<file path="src/rtl/timer_prog_ctrl.sv">
// timer_prog_ctrl: BCD HH:MM:SS countdown timer with field editing in programming mode.
module timer_prog_ctrl (
    input  logic       clk,
    input  logic       reset,
    input  logic       tick_1hz,
    input  logic       programar_on,
    input  logic       btn_up,
    input  logic       btn_down,
    input  logic       btn_left,
    input  logic       btn_right,
    input  logic       start,
    input  logic       alarm_ack,
    output logic [7:0] timer_hh,
    output logic [7:0] timer_mm,
    output logic [7:0] timer_ss,
    output logic [3:0] direccion_actual,
    output logic       running,
    output logic       alarm
);
    typedef enum logic [2:0] {IDLE, RUN, PAUSE, DONE, PROG} state_t;
    state_t state, next_state;
    logic [3:0] cursor, next_cursor, dir_d;
    logic [7:0] hh_n, mm_n, ss_n, dhh, dmm, dss;
    logic is_zero, is_one, tick_run, edit, up, dn, run_d, alarm_d;

    function automatic logic [7:0] bcd_inc(input logic [7:0] v, input logic [7:0] max);
        return v == max ? 8'h00 : v[3:0] == 4'h9 ? {v[7:4] + 4'h1, 4'h0} : v + 8'h01;
    endfunction

    function automatic logic [7:0] bcd_dec(input logic [7:0] v, input logic [7:0] max);
        return v == 8'h00 ? max : v[3:0] == 4'h0 ? {v[7:4] - 4'h1, 4'h9} : v - 8'h01;
    endfunction

    assign is_zero  = {timer_hh, timer_mm, timer_ss} == 24'h000000;
    assign is_one   = {timer_hh, timer_mm, timer_ss} == 24'h000001;
    assign tick_run = state == RUN && !programar_on && tick_1hz;
    assign edit     = state == PROG && programar_on;
    assign up       = btn_up & ~btn_down;
    assign dn       = btn_down & ~btn_up;

    // one-second step with borrow chain SS -> MM -> HH
    assign dss = bcd_dec(timer_ss, 8'h59);
    assign dmm = timer_ss == 8'h00 ? bcd_dec(timer_mm, 8'h59) : timer_mm;
    assign dhh = (timer_ss == 8'h00 && timer_mm == 8'h00) ? bcd_dec(timer_hh, 8'h23) : timer_hh;

    always_comb begin
        hh_n = timer_hh;
        mm_n = timer_mm;
        ss_n = timer_ss;
        if (tick_run) begin
            hh_n = dhh;
            mm_n = dmm;
            ss_n = dss;
        end else if (edit && (up || dn)) begin
            if (cursor == 4'd6) hh_n = up ? bcd_inc(timer_hh, 8'h23) : bcd_dec(timer_hh, 8'h23);
            if (cursor == 4'd7) mm_n = up ? bcd_inc(timer_mm, 8'h59) : bcd_dec(timer_mm, 8'h59);
            if (cursor == 4'd8) ss_n = up ? bcd_inc(timer_ss, 8'h59) : bcd_dec(timer_ss, 8'h59);
        end
    end

    // cursor restarts on HH whenever programming mode is (re)entered
    assign next_cursor = state != PROG ? 4'd6 :
                         (btn_right && !btn_left) ? (cursor == 4'd8 ? 4'd6 : cursor + 4'd1) :
                         (btn_left && !btn_right) ? (cursor == 4'd6 ? 4'd8 : cursor - 4'd1) : cursor;

    always_ff @(posedge clk) begin
        if (reset) begin
            state            <= IDLE;
            cursor           <= 4'd6;
            timer_hh         <= 8'h00;
            timer_mm         <= 8'h00;
            timer_ss         <= 8'h00;
            direccion_actual <= 4'd0;
            running          <= 1'b0;
            alarm            <= 1'b0;
        end else begin
            state            <= next_state;
            cursor           <= next_cursor;
            timer_hh         <= hh_n;
            timer_mm         <= mm_n;
            timer_ss         <= ss_n;
            direccion_actual <= dir_d;
            running          <= run_d;
            alarm            <= alarm_d;
        end
    end

    always_comb begin
        next_state = state;
        if (programar_on) next_state = PROG;
        else case (state)
            IDLE:    if (start && !is_zero) next_state = RUN;
            RUN:     if (tick_1hz && is_one) next_state = DONE; else if (start) next_state = PAUSE;
            PAUSE:   if (start) next_state = RUN;
            DONE:    if (alarm_ack) next_state = IDLE;
            default: next_state = IDLE;
        endcase
    end

    always_comb begin
        run_d   = next_state == RUN;
        alarm_d = next_state == DONE;
        dir_d   = next_state == PROG ? next_cursor : 4'd0;
    end
endmodule

</file>
<file path="config.mk">
export PLATFORM = sky130hd
export DESIGN_NAME = timer_prog_ctrl
export DESIGN_NICKNAME = d
export VERILOG_FILES = /design/src/rtl/timer_prog_ctrl.sv
export SDC_FILE = /design/constraint.sdc
export NUM_CORES = 1
export LEC_CHECK = 0
export BUFFER_PORTS_ARGS = -buffer_cell sky130_fd_sc_hd__buf_4
export CAP_MARGIN = 20
export CORE_UTILIZATION = 60
export DETAILED_ROUTE_END_ITERATION = 12
export PLACE_DENSITY = 0.82
export REMOVE_ABC_BUFFERS = 1
export SKIP_CTS_REPAIR_TIMING = 1
export SLEW_MARGIN = 10
export SYNTH_ARGS = -nofsm -noshare
export SYNTH_HDL_FRONTEND = slang
export SYNTH_SLANG_ARGS = --single-unit
export TNS_END_PERCENT = 20
</file>
<file path="constraint.sdc">
create_clock -name clk -period 7.6 [get_ports clk]
set_input_delay 0.38 -clock clk [delete_from_list [all_inputs] [get_ports clk]]
set_output_delay 0.38 -clock clk [all_outputs]
set_load 0.05 [all_outputs]
</file>
# ---- Word-level counts from Yosys, hierarchy flattened
# Index checks and enable logic that the tools add are counted.
dict set report totals {
  reg_bits 37
  inputBits 10
  word_cells 115
}
dict set report op_classes {
  n_addsub 14
  n_eq_ne 20
  mux 38
  n_bitwise 5
  reduce_logical 30
}
# op n
set ops {}
lappend ops {{$mux W8} 26}
lappend ops {{$add A8 B1 Y8 const B} 3}
lappend ops {{$eq A24 B1 Y1 const B} 1}
lappend ops {{$logic_not A24 Y1} 1}
lappend ops {{$logic_not A8 Y1} 3}
lappend ops {{$sub A8 B1 Y8 const B} 3}
lappend ops {{$mux W4} 5}
lappend ops {{$mux W3} 6}
lappend ops {{$add A4 B1 Y4 const B} 4}
lappend ops {{$eq A4 B4 Y1 const B} 4}
lappend ops {{$eq A8 B7 Y1 const B} 2}
lappend ops {{$sub A4 B1 Y4 const B} 4}
lappend ops {{$logic_not A4 Y1} 3}
lappend ops {{$pmux W3 S4} 1}
lappend ops {{$eq A3 B2 Y1 const B} 3}
lappend ops {{$logic_and A1 B1 Y1} 9}
lappend ops {{$eq A4 B3 Y1 const B} 2}
lappend ops {{$eq A8 B6 Y1 const B} 1}
lappend ops {{$reduce_bool A2 Y1} 4}
lappend ops {{$eq A3 B1 Y1 const B} 2}
lappend ops {{$eq A3 B3 Y1 const B} 2}
lappend ops {{$reduce_and A3 Y1} 2}
lappend ops {{$logic_not A1 Y1} 4}
lappend ops {{$ne A2 B1 Y1 const B} 2}
lappend ops {{other kinds (7)} 10}

# ---- Logic depth before layout (Yosys ltp)
dict set report logic_depth {
  depth_word 9
  depth_mapped 9
}

# ---- Least setup slack after synthesis
# OpenSTA, ideal clock, no wires.
dict set report synth_path {
  kind {flip-flop to flip-flop}
  from {register timer_mm[0]}
  to {register timer_hh[7]}
  t_arrival_ns 2.671
  t_required_ns 7.519
  path_slack_ns 4.849
  stages_incl_launch_ff 10
  path_buffers 2
  synth_period_minus_slack_ns 2.751
  cell_sequence {dfxtp_1 -> clkbuf_1 -> inv_1 -> ha_1 -> nor3b_1 -> nand3_1 -> o32a_1 -> buf_6 -> or4_1 -> a41oi_1}
}
dict set report synth_between {
  elab_chain_len 4
}
# element line_no
set synth_lines {}
lappend synth_lines {{from (decl)} 14} ;# output logic [7:0] timer_mm,
lappend synth_lines {{from (signal assigned)} 80} ;# timer_mm <= mm_n;
lappend synth_lines {{$logic_not A8 Y1} 44} ;# assign dhh = (timer_ss == 8'h00 && timer_mm == 8'h00) ? bcd_dec(timer_hh, 8'h23) : timer_hh;
lappend synth_lines {{$logic_and A1 B1 Y1} 44}
lappend synth_lines {{$ne A2 B1 Y1 (no line)} --}
lappend synth_lines {{$reduce_and A3 Y1 (no line)} --}
lappend synth_lines {{to (signal assigned)} 79} ;# timer_hh <= hh_n;
lappend synth_lines {{to (decl)} 13} ;# output logic [7:0] timer_hh,
# Every way passes these cells.
# A chain may end at the register's enable or synchronous reset.

# ---- Worst setup path after layout
dict set report layout_path {
  from {register timer_mm[1]}
  to {register timer_hh[6]}
}
# Same word-level chain as after synthesis.

==> impl_metrics.toml <==
[synth]
ys_types = 68
syn_area_sq_mm = 0.00312
syn_inst = 401
synthArstFlopShare_pct = 0
syn_area_per_cell_sq_um = 7.79
ys_ff_latch = 37
yosysWarnings = 0
synth_top_area_share_pct = 23.7
synth_top_area_cell = "dfxtp_1"
yosysSeqAreaShare_pct = 23.7
synth_edf_count = 0
synthTopCellsByArea = "dfxtp_1 (24%), ha_1 (9.2%), nand2_1 (3.7%)"
synth_ff_type = "dfxtp_1"

[cts]
htreeDepth = 2
cts_tree = "done"
ctsRootBufferMaster = "clkbuf_8"
cts_buffers = 5
clk_pin_slew_ns = 0.08
clock_path_buffers = 2
worstSkewPairLatency_ns = 0.30
cts_sinks = 37

[placed_design]
dp.cells = 479
numPortBuffers = 39
hpwl_um = 5720
place_congestion = 0.916
place_ws_ns = 4.87
placed_area_sq_mm = 0.00338

[detailed_routing]
drc_errors = 0
vias = 3235
routed_wirelength_um = 8110
avgViaCountPerCell = 6.64
dr.pass1.iters = 5
drt.antenna.violating_nets = 0
route.detailed.wl_per_inst_um = 16.6
first_iter_violations = 198

[cells_and_area]
layout-drive-gt1-share_pct = 15.0
layout.cells.most_common_list = "buf_4 (40), dfxtp_1 (37), nand2_1 (31)"
final_common_cell = "buf_4"
stdcell_count = 487
layout.nets = 452
area_delta_synth_final_pct = 12.4
finalInstanceArea_sq_mm = 0.00351
diodes = 0

[floorplanning]
dieArea_sq_mm = 0.00550
dieWidth_um = 74.1
io_pins = 40
fp.dieH_um = 74.1
placementRows = 25
start_util_pct = 64.0
core-area_sq_mm = 0.00488

[critical_path]
crit_arrival_ns = 2.97
critPathKind = "reg2reg"
end_kind = "flop"
crit_fanout = 8
crit_required_ns = 7.81
start_kind = "flop"

[power]
clockPowerShare_pct = 42.4
pwr-share-comb_pct = 16.1
switching_share_pct = 27.9
seq_power_share_pct = 41.5
ir_worst_vdd_uv = 85.5
p_leak_nw = 1.34
p_per_area_mw_per_mm2 = 141
power.total_uw = 495
p_int_uw = 357
p_sw_uw = 138

[sta]
max_freq_ghz = 0.362
clock_skew_ns = 0.00543
rsz0062_at_grt = "false"
setup_viol = 0
finalCritPeriodShare_pct = 36.3
finalSetupTns_ns = 0
slew_headroom_pct = 44.0
layout_min_cycle_time_ns = 2.76
tightest_slew_ns = 0.838
fin_ws_ns = 4.84
slew_viol_final = 0
finalHoldViolCount = 0

[global_routing]
grt_pass1_wl_um = 13100
track_usage_pct = 30.4
antenna_found_initial = 0
grt_overflow = 0
grt_pass1_vias = 2820
grt_max_degree = 33

[min_path]
min_path_type = "in2reg"

[job]
cap_violations = 0

[run_status]
outcome = "completed"
==> layout make-up <==
type / instances / area [sq um]
clock inverters: 3 / 65.1
flip-flops and latches: 37 / 741
well taps: 67 / 83.8
clock buffers: 5 / 68.8
fillers: 394 / 1370
inverters: 19 / 71.3
multi-input cells: 316 / 2180
repair buffers: 40 / 300
==> stage by stage <==
stage          hold slack, ns  util (%)
2_1_floorplan           0.449         -
3_5_place_dp            0.560      69.2
6_report                0.309      71.9
3_3_place_gp            0.551      69.2
4_1_cts                 0.294      71.9
5_1_grt                 0.311      71.9
==> layer usage <==
layer / up-vias / track usage [%] / share of wire (%) / routed length, um
met5: - / 0 / 0 / 0
met4: 0 / 9.40 / 1.2 / 95
met3: 11 / 5.01 / 6.4 / 522
met2: 127 / 50.3 / 48 / 3860
met1: 1541 / 40.5 / 45 / 3630
li1: 1556 / - / - / -
==> worst max-delay path, cell delays in order (launching register included) <==
cell and delay, ns:
dfxtp_1 0.40, inv_1 0.15, ha_1 0.22, nor3b_1 0.43, nand3_1 0.23, o32ai_1 0.74, o21ai_0 0.19, a221oi_1 0.30
==> logic make-up (layout without fill, tap and decap cells) <==
group,count (synthesis),after routing,share of synthesized area [%]
AOI/OAI and AO/OA,121,121,27.9
xor gates and xnor gates,6,6,1.68
adders and majority gates,23,23,9.21
buffers and inverters,48,67,6.57
DFF,37,37,23.7
muxes,8,8,2.64
and+or+nand+nor,158,158,28.3
==> power by group through the flow <==
| stage | combinational (mW) | sequential, mW | clock [mW] |
|---|---|---|---|
| after floorplan | 0.0435 | 0.218 | 0 |
| after global placement | 0.0770 | 0.209 | 0 |
| after detailed placement | 0.0781 | 0.210 | 0 |
| after CTS | 0.0784 | 0.205 | 0.213 |
| after global routing | 0.0863 | 0.206 | 0.217 |
| final | 0.0797 | 0.205 | 0.210 |
==> final timing paths <==
kind | from | endpoint | slack [ns] | cells past startpoint
worst max-delay path | timer_mm[1]$_SDFFE_PP0P_ | timer_hh[6]$_SDFFE_PP0P_ | 4.84 | 7
worst min-delay path | programar_on | state[1]$_SDFF_PP0_ | 0.31 | 2
worst min register to register | timer_mm[5]$_SDFFE_PP0P_ | timer_mm[5]$_SDFFE_PP0P_ | 0.57 | 2
worst max register to register | timer_mm[1]$_SDFFE_PP0P_ | timer_hh[6]$_SDFFE_PP0P_ | 4.84 | 7
==> registers in the layout (all words and copies together) (netlist names) <==
register          count
timer_hh              8
timer_mm              8
timer_ss              8
cursor                4
direccion_actual      4
state                 3
alarm                 1
running               1
==> synth_stat cells, drive strengths merged, types with 3 or more instances <==
cell    number
clkbuf      24
nor4b        3
dfxtp       37
buf          5
o21ai       23
xnor2        4
or4          5
a311oi       7
a31oi        7
a41oi        4
nor4         7
o32ai        3
nand2b       7
and3         9
nor2        24
nor3        18
inv         19
and2         4
nand3       18
nand2       32
nor2b        6
nand3b       9
o221ai       4
ha          23
nor3b        4
a21oi       22
a221oi       5
mux2i        6
o31ai        4
o211ai       4
a211oi       9
No activity file was read; power rests on OpenSTA's default activity.
